## src/rtl/uart_pkg.sv

```systemverilog
// Shared types and constants for the UART receive path.
package uart_pkg;

    typedef enum logic [1:0] {IDLE, START, DATA, STOP} rx_state_t;

    localparam int unsigned OVERSAMPLE = 16;

    // round(OVERSAMPLE * baud * 2^24 / clk_hz) for a 24-bit phase accumulator.
    function automatic logic [23:0] baud_inc(input longint unsigned clk_hz,
                                             input longint unsigned baud);
        longint unsigned num;
        num = 64'(OVERSAMPLE) * baud * (64'd1 << 24);
        return 24'((num + clk_hz / 2) / clk_hz);
    endfunction

endpackage

```

## src/rtl/uart_rx_fifo_sync_fifo.sv

```systemverilog
// Single-clock FIFO; a push into a full FIFO is accepted only when a pop retires the head in the same cycle.
module sync_fifo #(
    parameter int unsigned WIDTH      = 8,
    parameter int unsigned DEPTH_LOG2 = 2
) (
    input  logic             clk,
    input  logic             rst,
    input  logic             push,
    input  logic [WIDTH-1:0] push_data,
    input  logic             pop,
    output logic [WIDTH-1:0] pop_data,
    output logic             full,
    output logic             empty
);

    localparam int unsigned DEPTH = 1 << DEPTH_LOG2;
    localparam logic [DEPTH_LOG2:0] FULL_COUNT = DEPTH[DEPTH_LOG2:0];

    logic [WIDTH-1:0]      mem [DEPTH];
    logic [DEPTH_LOG2-1:0] wr_ptr;
    logic [DEPTH_LOG2-1:0] rd_ptr;
    logic [DEPTH_LOG2:0]   count;
    logic                  do_push;
    logic                  do_pop;

    assign empty    = (count == '0);
    assign full     = (count == FULL_COUNT);
    assign do_pop   = pop && !empty;
    assign do_push  = push && (!full || do_pop);
    assign pop_data = mem[rd_ptr];

    // When full, wr_ptr == rd_ptr: the incoming byte overwrites the slot being popped.
    always_ff @(posedge clk or posedge rst) begin
        if (rst) begin
            mem    <= '{default: '0};
            wr_ptr <= '0;
            rd_ptr <= '0;
            count  <= '0;
        end else begin
            if (do_push) begin
                mem[wr_ptr] <= push_data;
                wr_ptr      <= wr_ptr + 1'b1;
            end
            if (do_pop) begin
                rd_ptr <= rd_ptr + 1'b1;
            end
            case ({do_push, do_pop})
                2'b10:   count <= count + 1'b1;
                2'b01:   count <= count - 1'b1;
                default: count <= count;
            endcase
        end
    end

endmodule

```

## src/rtl/uart_rx_fifo.sv

```systemverilog
// UART 8N1 receiver with 16x oversampling, majority filtering and a byte FIFO drained by valid/ready.
module uart_rx_fifo
    import uart_pkg::*;
#(
    parameter int unsigned CLK_HZ          = 42660000,
    parameter int unsigned BAUD            = 115200,
    parameter int unsigned FIFO_DEPTH_LOG2 = 2
) (
    input  logic       clk_sys,
    input  logic       reset,
    input  logic       rxd,
    output logic [7:0] rx_data,
    output logic       rx_valid,
    input  logic       rx_ready,
    output logic       frame_err,
    output logic       overrun,
    input  logic       err_clr,
    output logic       rx_busy
);

    localparam logic [23:0] INC       = baud_inc(64'(CLK_HZ), 64'(BAUD));
    localparam logic [3:0]  LAST_TICK = 4'(OVERSAMPLE - 1);
    localparam logic [3:0]  MID_TICK  = 4'(OVERSAMPLE / 2 - 1);

    logic [23:0] acc;
    logic [24:0] acc_sum;
    logic        tick;
    logic        sync1;
    logic        sync2;
    logic [2:0]  samp;
    logic        line;

    rx_state_t   state;
    rx_state_t   state_nx;
    logic [3:0]  cnt;
    logic [3:0]  cnt_nx;
    logic [2:0]  bit_idx;
    logic [2:0]  bit_idx_nx;
    logic [7:0]  shreg;
    logic [7:0]  shreg_nx;
    logic        push;
    logic        frame_set;
    logic        overrun_set;
    logic        pop;
    logic        fifo_full;
    logic        fifo_empty;

    assign acc_sum = {1'b0, acc} + {1'b0, INC};
    assign tick    = acc_sum[24];
    assign line    = (samp[0] & samp[1]) | (samp[0] & samp[2]) | (samp[1] & samp[2]);

    always_ff @(posedge clk_sys or posedge reset) begin
        if (reset) begin
            acc   <= '0;
            sync1 <= 1'b1;
            sync2 <= 1'b1;
            samp  <= '1;
        end else begin
            acc   <= acc_sum[23:0];
            sync1 <= rxd;
            sync2 <= sync1;
            if (tick) begin
                samp <= {samp[1:0], sync2};
            end
        end
    end

    always_ff @(posedge clk_sys or posedge reset) begin
        if (reset) begin
            state   <= IDLE;
            cnt     <= '0;
            bit_idx <= '0;
            shreg   <= '0;
        end else begin
            state   <= state_nx;
            cnt     <= cnt_nx;
            bit_idx <= bit_idx_nx;
            shreg   <= shreg_nx;
        end
    end

    // The stop sample returns straight to IDLE so a back-to-back start is caught on the next tick.
    always_comb begin
        state_nx   = state;
        cnt_nx     = cnt;
        bit_idx_nx = bit_idx;
        shreg_nx   = shreg;
        push       = 1'b0;
        frame_set  = 1'b0;
        if (tick) begin
            unique case (state)
                IDLE: begin
                    if (!line) begin
                        state_nx = START;
                        cnt_nx   = '0;
                    end
                end
                START: begin
                    if (cnt == MID_TICK) begin
                        cnt_nx     = '0;
                        bit_idx_nx = '0;
                        state_nx   = line ? IDLE : DATA;
                    end else begin
                        cnt_nx = cnt + 1'b1;
                    end
                end
                DATA: begin
                    if (cnt == LAST_TICK) begin
                        cnt_nx     = '0;
                        shreg_nx   = {line, shreg[7:1]};
                        bit_idx_nx = bit_idx + 1'b1;
                        if (bit_idx == 3'd7) begin
                            state_nx = STOP;
                        end
                    end else begin
                        cnt_nx = cnt + 1'b1;
                    end
                end
                STOP: begin
                    if (cnt == LAST_TICK) begin
                        cnt_nx    = '0;
                        state_nx  = IDLE;
                        push      = line;
                        frame_set = !line;
                    end else begin
                        cnt_nx = cnt + 1'b1;
                    end
                end
                default: state_nx = IDLE;
            endcase
        end
    end

    assign rx_busy     = (state != IDLE);
    assign rx_valid    = !fifo_empty;
    assign pop         = rx_ready && rx_valid;
    assign overrun_set = push && fifo_full && !pop;

    sync_fifo #(
        .WIDTH      (8),
        .DEPTH_LOG2 (FIFO_DEPTH_LOG2)
    ) u_fifo (
        .clk       (clk_sys),
        .rst       (reset),
        .push      (push),
        .push_data (shreg),
        .pop       (pop),
        .pop_data  (rx_data),
        .full      (fifo_full),
        .empty     (fifo_empty)
    );

    always_ff @(posedge clk_sys or posedge reset) begin
        if (reset) begin
            frame_err <= 1'b0;
            overrun   <= 1'b0;
        end else begin
            if (frame_set) begin
                frame_err <= 1'b1;
            end else if (err_clr) begin
                frame_err <= 1'b0;
            end
            if (overrun_set) begin
                overrun <= 1'b1;
            end else if (err_clr) begin
                overrun <= 1'b0;
            end
        end
    end

endmodule

```

## config.mk

```make
export PLATFORM = sky130hd
export DESIGN_NAME = uart_rx_fifo
export DESIGN_NICKNAME = d
export VERILOG_FILES = /design/src/rtl/uart_pkg.sv /design/src/rtl/uart_rx_fifo_sync_fifo.sv /design/src/rtl/uart_rx_fifo.sv
export SDC_FILE = /design/constraint.sdc
export NUM_CORES = 1
export LEC_CHECK = 0
export ABC_AREA = 0
export BUFFER_PORTS_ARGS = -buffer_cell sky130_fd_sc_hd__buf_2
export CAP_MARGIN = 30
export CORE_ASPECT_RATIO = 0.75
export CORE_MARGIN = 10
export CORE_UTILIZATION = 42
export CTS_CLUSTER_SIZE = 16
export DETAILED_ROUTE_END_ITERATION = 12
export REMOVE_ABC_BUFFERS = 1
export SLEW_MARGIN = 20
export SYNTH_ARGS = -nofsm -noshare
export SYNTH_HDL_FRONTEND = slang
export SYNTH_SLANG_ARGS = --single-unit
```

## constraint.sdc

```tcl
create_clock -name clk_sys -period 3.1 [get_ports clk_sys]
set_input_delay 0.93 -clock clk_sys [delete_from_list [all_inputs] [get_ports clk_sys]]
set_output_delay 0.93 -clock clk_sys [all_outputs]
set_load 0.05 [all_outputs]
```

==> run metrics, run 1 <==
status=finished, final reports clean; Int Pwr=0.00189 W; GRT Overall Usage=10.5%; CP max-delay cell=dfrtp_1; share of Yosys cell area claimed by the top area cell type=49.8%; final-report max-slew violation count=0; worst supply voltage drop on vdd=0.272 mV; Post-synth EDFFs=0; simple-gate area share of the yosys netlist=12.0%; # IOs=17; Final nets=337; Post-CTS Setup Bufs=0; unrepaired setup endpoints after global routing=false; drt via density=5.05; Arrival @ worst endpoint=1860 ps; library cell with the highest instance count after synthesis=dfrtp_1; number of different library cells in the post-synthesis netlist=56; area delta synth->final=12.6%; cell breakdown of the critical path=mux4_2 > buf_2; Port-buffer cells=16; area enclosed by the die boundary=14200 sq um; detailed-route wire length=6820 um; Avg Inst Size Synth=13.8 sq um; total number of vias=2316; width of the die=134 um; Switching Fraction=24.4%; Syn Std Cell Area=4120 sq um; largest net degree at the start of global routing=66; Clock Tree Root=clkbuf_16; type of origin of the critical path=flip-flop; first-pass GRT wire length=12200 um; critical path endpoint category=output pin; Highest Clock Rate=0.359 GHz; share of the synthesized netlist area taken by xor and xnor gates=5.74%; Final Hold Slack=355 ps; sequential share of power=50.4%; Worst Tran Pin Value=579 ps; global placer's final weighted congestion=0.721; antenna cells=0; number of global-route vias before repair=2399; Yosys warning count=0; Switching Power=0.000611 W; clock transition at the registers of the reported paths=60 ps; flip-flop and latch count after synthesis=87; final setup margin=311 ps; commonest cells in the synthesized netlist=82 x dfrtp_1, 26 x mux2_2, 23 x nand2_1; top_reg_cell synth=dfrtp_1; worst max-slew margin expressed relative to the limit=61.4%; Tmin final=2790 ps; Skew-Pair Late Insertion Delay=340 ps; HPWL after detailed placement=4790 um; area leader, netlist=dfrtp_1; class of the tightest hold or removal check=flip-flop to flip-flop; power density over cell area=540 nW/um^2; reg-to-reg endpoint=u_fifo.count[2]$_DFFE_PP0P_; antenna violation net count after detailed routing=0; part of the Yosys area used for sequential elements=53.0%; Initial Util=42.8%; post-synthesis share of cell area spent on full adders, half adders and majority gates=3.46%; DP Area=4350 sq um; Min-Delay Path Depth=0; final worst-path cycle share=90.0%; final routed DRC violation total=0; worst min-delay path startpoint=sync1$_DFF_PP1_; worst setup slack for register-to-register paths=390 ps; hold buffer count at cts=0; Cells after Synth=299; post-synthesis mux area share=18.3%; clock tree from TritonCTS=done; layout cell share with drive strength beyond 1=32.1%; final number of setup-violating endpoints=0; CTS resizes=0; combinational group share of total power=8.5%; compound-gate portion of the synthesized area=5.10%; worst-case setup slack after placement=149 ps; drt wl/cell=14.9 um; category of the most critical setup path=flip-flop to output pin; worst clock skew on the final layout=5.94 ps; Placement Rows=31; worst hold endpoint=sync2$_DFF_PP1_; leakage power=2.21 nW; First DRT Iteration DRCs=133; length in cells of the worst reg-to-reg path=11; hold violation total from the final report=0; DRT Pass-1 Iters=4; maximum count of clock buffers along a single path=2; overall overflow remaining after global route=0; initial antenna violation count=0; number of sinks handled by clock tree synthesis=87; critical path required time=2170 ps; max capacitance violation total=0; die extent in y=106 um; share of synthesized registers carrying an async set or reset=100%; number of buffers created by CTS=9; delay of the slowest cell on the worst path=710 ps; total number of H-tree levels=3; share of power burned in the clock network=41.1%; total core area=9620 sq um; main combinational cell family by area after synthesis=multiplexers; reg-to-reg critical path startpoint=acc[0]$_DFF_PP0_; overall power=0.00250 W; ranking of synthesized cells by area=dfrtp_1 50%, mux2_2 7.1%, mux2_4 5.8%; post-route cell area=4640 sq um; worst-path fanout max=9
## final cells by class
| type | count | area (sq um) |
|---|---|---|
| clock inverter | 2 | 13.8 |
| multi-input combinational | 193 | 1840 |
| tap | 132 | 165 |
| timing repair buffer | 19 | 115 |
| fill | 877 | 4980 |
| sequential | 87 | 2180 |
| clock buffer | 14 | 274 |
| inverter | 12 | 46.3 |
## power groups by stage
stage / combinational (W) / sequential (W) / clock (W)
4_1_cts: 0.000218 / 0.00126 / 0.00106
6_report: 0.000213 / 0.00126 / 0.00103
5_1_grt: 0.000237 / 0.00127 / 0.00110
3_5_place_dp: 0.000219 / 0.00128 / 0
3_3_place_gp: 0.000209 / 0.00128 / 0
2_1_floorplan: 0.000176 / 0.00125 / 0
## layout by cell type (no fill, tap or decap), types with 4 or more instances in the layout
| cell | netlist | final |
|---|---|---|
| a21oi_1 | 5 | 5 |
| buf_2 | 1 | 16 |
| clkbuf_16 | 0 | 9 |
| dfrtp_1 | 82 | 82 |
| dfstp_2 | 5 | 5 |
| ha_1 | 9 | 9 |
| inv_1 | 12 | 11 |
| mux2_2 | 26 | 26 |
| mux2_4 | 16 | 16 |
| mux4_2 | 8 | 8 |
| nand2_1 | 23 | 23 |
| nand4_4 | 4 | 4 |
| nor2_1 | 13 | 13 |
| o21ai_0 | 4 | 4 |
| xnor2_1 | 13 | 13 |
| xor2_1 | 14 | 14 |
## worst max-delay path by stage
stage	slack, ps	cells after the start	startpoint	end
4_1_cts	280	2	u_fifo.rd_ptr[1]$_DFFE_PP0P_	rx_data[6]
6_report	310	2	u_fifo.rd_ptr[1]$_DFFE_PP0P_	rx_data[6]
5_1_grt	190	11	acc[0]$_DFF_PP0_	u_fifo.count[2]$_DFFE_PP0P_
3_5_place_dp	150	9	rx_ready	u_fifo.count[2]$_DFFE_PP0P_
2_1_floorplan	-70	1	reset	async pin
3_3_place_gp	250	9	rx_ready	u_fifo.count[2]$_DFFE_PP0P_
## worst max-delay path, delay by kind of cell, from the launching register on
kind	cells	cell delay [ps]
muxes	1	580
DFF	1	710
buffers and inverters	1	230
## logic make-up (layout without fill, tap and decap cells)
kind of cell    after synthesis  in the layout
xor+xnor                     27             27
flops                        87             87
buf+inv                      19             47
fa+ha+maj                    11             11
simple gates                 75             75
mux                          54             54
compound gates               26             26
## sequential cells by signal (all words and copies together) (netlist names), named ones only
signal         count
acc               24
bit_idx            3
cnt                4
frame_err          1
overrun            1
samp               3
shreg              8
state              1
sync1              1
sync2              1
u_fifo.count       3
u_fifo.mem        32
u_fifo.rd_ptr      2
u_fifo.wr_ptr      2
## per-layer routing
layer  up-vias  GRT usage [%]  routed length, um  part of all wire (%)
met5         -              0                  0                     0
met4         0           3.26                101                   1.5
met3        10           3.37                219                   3.2
met2        20           14.6               2880                    42
met1      1167           15.2               3620                    53
li1       1119              -                  -                     -
## through the flow
step                      utilization [%]  std cells  TNS, ps
final                                48.2        459        0
after global routing                 48.2        459        0
after CTS                            48.2        459        0
after detailed placement             45.2        443        0
after global placement               45.2        443        0
after floorplan                         -        292    -5900
Power figures use the tool's default switching activity.
==> run 2, diff against run 1 <==
- SETUP_SLACK_MARGIN: unset -> 0.3
- SYNTH_HIERARCHICAL: unset -> 1
==> run 2 against run 1 <==
Largest cell class unchanged. Sequential share of layout area shrank 0.69 points. Highest routed layer unchanged. Via count grew 4.1%. Power grew 9.4%. Global-route usage grew 0.93 points. Cell area grew 1.5%. Clock skew grew 2.1 ps. Critical path depth grew 1.
==> run metrics, run 2 <==
GRT Overall Usage=11.5% (was 10.5%); DRT Pass-1 Iters=4 (unchanged); Syn Std Cell Area=4020 sq um (was 4120 sq um); Tmin final=2680 ps (was 2790 ps); area enclosed by the die boundary=13900 sq um (was 14200 sq um); clock tree from TritonCTS=done (unchanged); Clock Tree Root=clkbuf_16 (unchanged); overall overflow remaining after global route=0 (unchanged); area delta synth->final=17.2% (was 12.6%); worst supply voltage drop on vdd=0.262 mV (was 0.272 mV); Yosys warning count=6 (was 0); ranking of synthesized cells by area=dfrtp_1 51%, mux2_2 9.5%, mux4_2 4.5% (was dfrtp_1 50%, mux2_2 7.1%, mux2_4 5.8%); type of origin of the critical path=flip-flop (unchanged); top_reg_cell synth=dfrtp_1 (unchanged); Arrival @ worst endpoint=1750 ps (was 1860 ps); Util after Layout=51.2% (was 48.2%); commonest cells in the synthesized netlist=82 x dfrtp_1, 34 x mux2_2, 19 x nand2_1 (was 82 x dfrtp_1, 26 x mux2_2, 23 x nand2_1); antenna violation net count after detailed routing=0 (unchanged); critical path required time=2170 ps (about the same); max capacitance violation total=0 (unchanged); critical path endpoint category=output pin (unchanged); largest net degree at the start of global routing=49 (was 66); final-report max-slew violation count=0 (unchanged); worst-case setup slack after placement=121 ps (was 149 ps); number of buffers created by CTS=9 (unchanged); Port-buffer cells=16 (unchanged); registers with the highest flip-flop counts=u_fifo/mem: 32 flops, acc: 24 flops, shreg: 8 flops (was u_fifo.mem: 32 flops, acc: 24 flops, shreg: 8 flops); share of Yosys cell area claimed by the top area cell type=51.1% (was 49.8%); drt via density=5.13 (was 5.05); unrepaired setup endpoints after global routing=true (was false); Largest register FFs=32 (unchanged); width of the die=133 um (was 134 um); flip-flop and latch count after synthesis=87 (unchanged); final setup margin=424 ps (was 311 ps); non-filler instance count after layout=470 (was 459); status=finished, final reports clean (unchanged); initial antenna violation count=0 (unchanged); worst clock skew on the final layout=8.07 ps (was 5.94 ps); DP Area=4310 sq um (was 4350 sq um); die extent in y=105 um (was 106 um); hold violation total from the final report=0 (unchanged); worst max-slew margin expressed relative to the limit=58.4% (was 61.4%); number of sinks handled by clock tree synthesis=87 (unchanged); Worst Tran Pin Value=624 ps (was 579 ps); final number of setup-violating endpoints=0 (unchanged); Post-Place Cells=451 (was 443); category of the most critical setup path=flip-flop to output pin (unchanged); Skew-Pair Late Insertion Delay=340 ps (about the same); # IOs=17 (unchanged); worst setup slack for register-to-register paths=450 ps (was 390 ps); Initial Util=43.7% (was 42.8%); Post-synth EDFFs=0 (unchanged); class of the tightest hold or removal check=flip-flop to flip-flop (unchanged); global placer's final weighted congestion=0.773 (was 0.721); Highest Clock Rate=0.374 GHz (was 0.359 GHz); library cell with the highest instance count after synthesis=dfrtp_1 (unchanged); post-route setup TNS=0 ps (unchanged); drt wl/cell=15.9 um (was 14.9 um); largest reg by FF count=u_fifo/mem (was u_fifo.mem); power density over cell area=581 nW/um^2 (was 540 nW/um^2); total number of H-tree levels=3 (unchanged); leakage power=2.17 nW (was 2.21 nW); total core area=9200 sq um (was 9620 sq um); Avg Inst Size Synth=13.3 sq um (was 13.8 sq um); Placement Rows=30 (was 31); HPWL after detailed placement=5030 um (was 4790 um); highest-count cells in the layout ignoring fill and taps=81 x dfrtp_1, 34 x mux2_2, 19 x nand2_1, 16 x buf_2, 15 x inv_1 (was 82 x dfrtp_1, 26 x mux2_2, 23 x nand2_1, 16 x mux2_4, 16 x buf_2); share of synthesized registers carrying an async set or reset=100% (unchanged); layout cell share with drive strength beyond 1=35.1% (was 32.1%); number of different library cells in the post-synthesis netlist=52 (was 56); maximum count of clock buffers along a single path=2 (unchanged); worst-path fanout max=8 (was 9); final worst-path cycle share=86.3% (was 90.0%); number of global-route vias before repair=2491 (was 2399); antenna cells=0 (unchanged); first-pass GRT wire length=12900 um (was 12200 um); total number of vias=2411 (was 2316); Cells after Synth=302 (was 299); post-route cell area=4710 sq um (was 4640 sq um); part of the Yosys area used for sequential elements=54.3% (was 53.0%); First DRT Iteration DRCs=146 (was 133); detailed-route wire length=7470 um (was 6820 um); most common library cell in the layout ignoring fill and taps=dfrtp_1 (unchanged); clock transition at the registers of the reported paths=60 ps (about the same); area leader, netlist=dfrtp_1 (unchanged); final routed DRC violation total=0 (unchanged); Final nets=352 (was 337)
[run 2: routing by layer]
layer	routed length (um)	up-vias	GRT usage, %	share of wire [%]
met5	0	-	0	0
met4	67	0	3.29	0.90
met3	224	5	4.02	3.0
met2	3440	26	17.2	46
met1	3750	1237	15.3	50
li1	-	1143	-	-
[run 2: area by class of cell]
type	count	area, sq um
Fill cell	779	4490
Sequential cell	87	2180
Multi-Input combinational cell	193	1790
Clock buffer	9	225
Timing Repair Buffer	30	185
Tap cell	128	160
Clock inverter	7	105
Inverter	16	60.1
[run 2: metrics by stage]
stage	total power (W)	hold WS [ps]
CTS	0.00276	361
floorplan	0.00148	345
detailed placement	0.00157	352
global placement	0.00156	347
finish	0.00274	358
global route	0.00285	367
[run 2: repair_timing]
action | in CTS | in global routing
pin swaps | 1 | 6
buffers inserted | 0 | 3
setup endpoints to repair | 2 | 2
gates resized for setup | 4 | 7
hold buffers | 0 | 0
[run 2: worst paths after layout]
path / to / start / depth (start not counted)
worst min-delay path: sync2$_DFF_PP1_ / sync1$_DFF_PP1_ / 0
min in group asynchronous: u_fifo/mem[17]$_DFFE_PP0P_ / reset / 3
worst max-delay path: rx_data[5] / u_fifo/rd_ptr[0]$_DFFE_PP0P_ / 3
max in group asynchronous: acc[0]$_DFF_PP0_ / reset / 3
worst max register to register: u_fifo/count[2]$_DFFE_PP0P_ / acc[0]$_DFF_PP0_ / 13
worst min register to register: sync2$_DFF_PP1_ / sync1$_DFF_PP1_ / 0
[run 2: cells by family after synthesis]
family	share of synthesized area [%]
adders and majority gates	3.55
buffers and inverters	2.27
AOI/OAI and AO/OA	6.82
DFF	54.3
muxes	18.6
and+or+nand+nor	8.56
xor gates and xnor gates	5.88
[run 2: where the power goes]
| group | switching, W | internal (W) | total [W] |
|---|---|---|---|
| sequential | 0.0000741 | 0.00118 | 0.00125 |
| clock | 0.000460 | 0.000717 | 0.00118 |
| combinational | 0.000165 | 0.000145 | 0.000310 |
| total | 0.000699 | 0.00204 | 0.00274 |
[run 2: critical path: stages (launching register included)]
cell,delay (ps)
dfrtp_1,390
buf_4,240
mux4_2,540
buf_2,230
==> run 3, diff against run 2 <==
- CORE_UTILIZATION: 42 -> 50
- PLACE_DENSITY: unset -> 0.73
==> run 3 against run 2 <==
Clock skew is 1.9 ps higher. Via count grew 0.46%. Power shrank 12%. Cell count decreased by 3.4%. Core utilization rose by 7.7 points. Sequential power is essentially flat. Flip-flop and latch count unchanged. Critical path depth rose by 10. Wire length is 3.3% lower. Register-to-register slack got worse by 90 ps. Critical path type is now flip-flop to flip-flop.
==> run metrics, run 3 (same netlist as run 2, synthesis figures left out) <==
global-route met3 utilization=3.77% (was 4.02%); HPWL after detailed placement=5000 um (was 5030 um); Clock Tree Root=clkbuf_8 (was clkbuf_16); global-route met1 utilization=17.5% (was 15.3%); detailed-route wire length=7230 um (was 7470 um); power density over cell area=519 nW/um^2 (was 581 nW/um^2); antenna violation net count after detailed routing=0 (unchanged); area delta synth->final=15.0% (was 17.2%); cell family contributing the most delay on the critical path=adder cells (was multiplexers); overall power=0.00240 W (was 0.00274 W); DRT Pass-1 Iters=4 (unchanged); largest reg by FF count=u_fifo/mem (unchanged); die extent in y=97.6 um (was 105 um); largest net degree at the start of global routing=28 (was 49); overall overflow remaining after global route=0 (unchanged); CP max-delay cell=dfrtp_1 (was mux4_2); number of buffers created by CTS=9 (unchanged); Largest register FFs=32 (unchanged); unrepaired setup endpoints after global routing=true (unchanged); final routed DRC violation total=0 (unchanged); Placement Rows=28 (was 30); number of sinks handled by clock tree synthesis=87 (unchanged); post-route setup TNS=0 ps (unchanged); reg-to-reg critical path startpoint=acc[1]$_DFF_PP0_ (was acc[0]$_DFF_PP0_); status=finished, final reports clean (unchanged); initial antenna violation count=0 (unchanged); critical path required time=3380 ps (was 2170 ps); drt wl/cell=15.9 um (about the same); Tmin final=2740 ps (was 2680 ps); first-pass GRT wire length=12300 um (was 12900 um); class of the tightest hold or removal check=flip-flop to flip-flop (unchanged); First DRT Iteration DRCs=113 (was 146); total number of vias=2422 (was 2411); max capacitance violation total=0 (unchanged); total core area=7850 sq um (was 9200 sq um); # IOs=17 (unchanged); Util after Layout=58.9% (was 51.2%); Initial Util=51.2% (was 43.7%); most common library cell in the layout ignoring fill and taps=dfrtp_1 (unchanged); Arrival @ worst endpoint=3020 ps (was 1750 ps); width of the die=124 um (was 133 um); cell breakdown of the critical path=ha_4 > a211oi_4 > o211ai_4 > a21boi_2 > nand4b_1 > nor2_4 > or2b_4 > ha_4 > inv_1 > fa_2 > xor2_1 > nor2_1 > xor2_1 (was buf_4 > mux4_2 > buf_2); clock transition at the registers of the reported paths=90 ps (was 60 ps); grt peak-use layer=met2 (unchanged); global placer's final weighted congestion=0.818 (was 0.773); Port-buffer cells=16 (unchanged); total number of H-tree levels=3 (unchanged); highest-count cells in the layout ignoring fill and taps=81 x dfrtp_1, 34 x mux2_2, 20 x buf_4, 19 x nand2_1, 16 x buf_2 (was 81 x dfrtp_1, 34 x mux2_2, 19 x nand2_1, 16 x buf_2, 15 x inv_1); met2 demand-to-capacity share in global routing=18.8% (was 17.2%); count of buffering cells on the critical path with inverters included=1 (was 2); critical path endpoint category=flip-flop (was output pin); Worst Tran Pin Value=599 ps (was 624 ps); layout cell share with drive strength beyond 1=36.4% (was 35.1%); hold violation total from the final report=0 (unchanged); worst supply voltage drop on vdd=0.311 mV (was 0.262 mV); type of origin of the critical path=flip-flop (unchanged); start point of the critical path=acc[1]$_DFF_PP0_ (was u_fifo/rd_ptr[0]$_DFFE_PP0P_); worst min-delay path startpoint=sync1$_DFF_PP1_ (unchanged); registers with the highest flip-flop counts=u_fifo/mem: 32 flops, acc: 24 flops, shreg: 8 flops (unchanged); category of the most critical setup path=flip-flop to flip-flop (was flip-flop to output pin); delay of the slowest cell on the worst path=420 ps (was 540 ps); antenna cells=0 (unchanged); drt via density=5.33 (was 5.13); worst max-slew margin expressed relative to the limit=59.7% (was 58.4%); final worst-path cycle share=88.4% (was 86.3%); Highest Clock Rate=0.365 GHz (was 0.374 GHz); GRT Overall Usage=12.7% (was 11.5%); final number of setup-violating endpoints=0 (unchanged); Final nets=359 (was 352); number of global-route vias before repair=2423 (was 2491); leakage power=2.14 nW (was 2.17 nW); clock tree from TritonCTS=done (unchanged); maximum count of clock buffers along a single path=2 (unchanged); worst-path fanout max=3 (was 8); Skew-Pair Late Insertion Delay=360 ps (was 340 ps); worst clock skew on the final layout=9.97 ps (was 8.07 ps); final-report max-slew violation count=0 (unchanged); area enclosed by the die boundary=12100 sq um (was 13900 sq um)
## run 3: changes by cell type in the layout (fill, tap and decap cells not counted), moves of 2 or more
cell        delta
clkbuf_16      -9
clkbuf_8       +9
buf_4          +6
clkinvlp_4     +3
clkinv_4       -2
## run 3: final timing paths
kind                                                 to  slack (ps)  cells past startpoint
min reg2reg                             sync2$_DFF_PP1_         360                      0
max                         u_fifo/count[2]$_DFFE_PP0P_         360                     13
max reg2reg                 u_fifo/count[2]$_DFFE_PP0P_         360                     13
min in group asynchronous     u_fifo/mem[8]$_DFFE_PP0P_         590                      2
min                                     sync2$_DFF_PP1_         360                      0
max in group asynchronous  u_fifo/rd_ptr[0]$_DFFE_PP0P_        1760                      3
## run 3: per-stage QoR
stage | area, sq um | setup slack (ps) | cells | hold slack, ps
floorplan | 3990 | 240 | 296 | 345
global placement | 4280 | 170 | 426 | 347
detailed placement | 4280 | 5.15 | 426 | 348
CTS | 4520 | 242 | 444 | 361
global route | 4620 | 218 | 454 | 365
finish | 4620 | 360 | 454 | 360
## run 3: per-layer routing
| metal | vias to the layer above | part of all wire [%] |
|---|---|---|
| met1 | 1235 | 49 |
| met4 | 0 | 1.3 |
| met5 | - | 0 |
| li1 | 1153 | - |
| met2 | 24 | 47 |
| met3 | 10 | 2.5 |
## run 3: final cells by class
class	count	area (sq um)
tap	105	131
timing repair buffer	37	250
fill	627	3220
multi-input combinational	193	1790
sequential	87	2180
clock buffer	9	124
clock inverter	7	80.1
inverter	16	60.1
## run 3: what timing repair did
action	CTS	global route
hold buffers	0	0
gates resized for setup	7	5
pin swaps	2	7
buffers inserted	2	10
endpoints found under the setup margin	7	9
gates cloned	0	0
## run 3: power breakdown
| group | internal [W] | switching (W) | total, W |
|---|---|---|---|
| clock | 0.000380 | 0.000427 | 0.000807 |
| sequential | 0.00118 | 0.0000774 | 0.00125 |
| combinational | 0.000175 | 0.000164 | 0.000339 |
| total | 0.00173 | 0.000668 | 0.00240 |
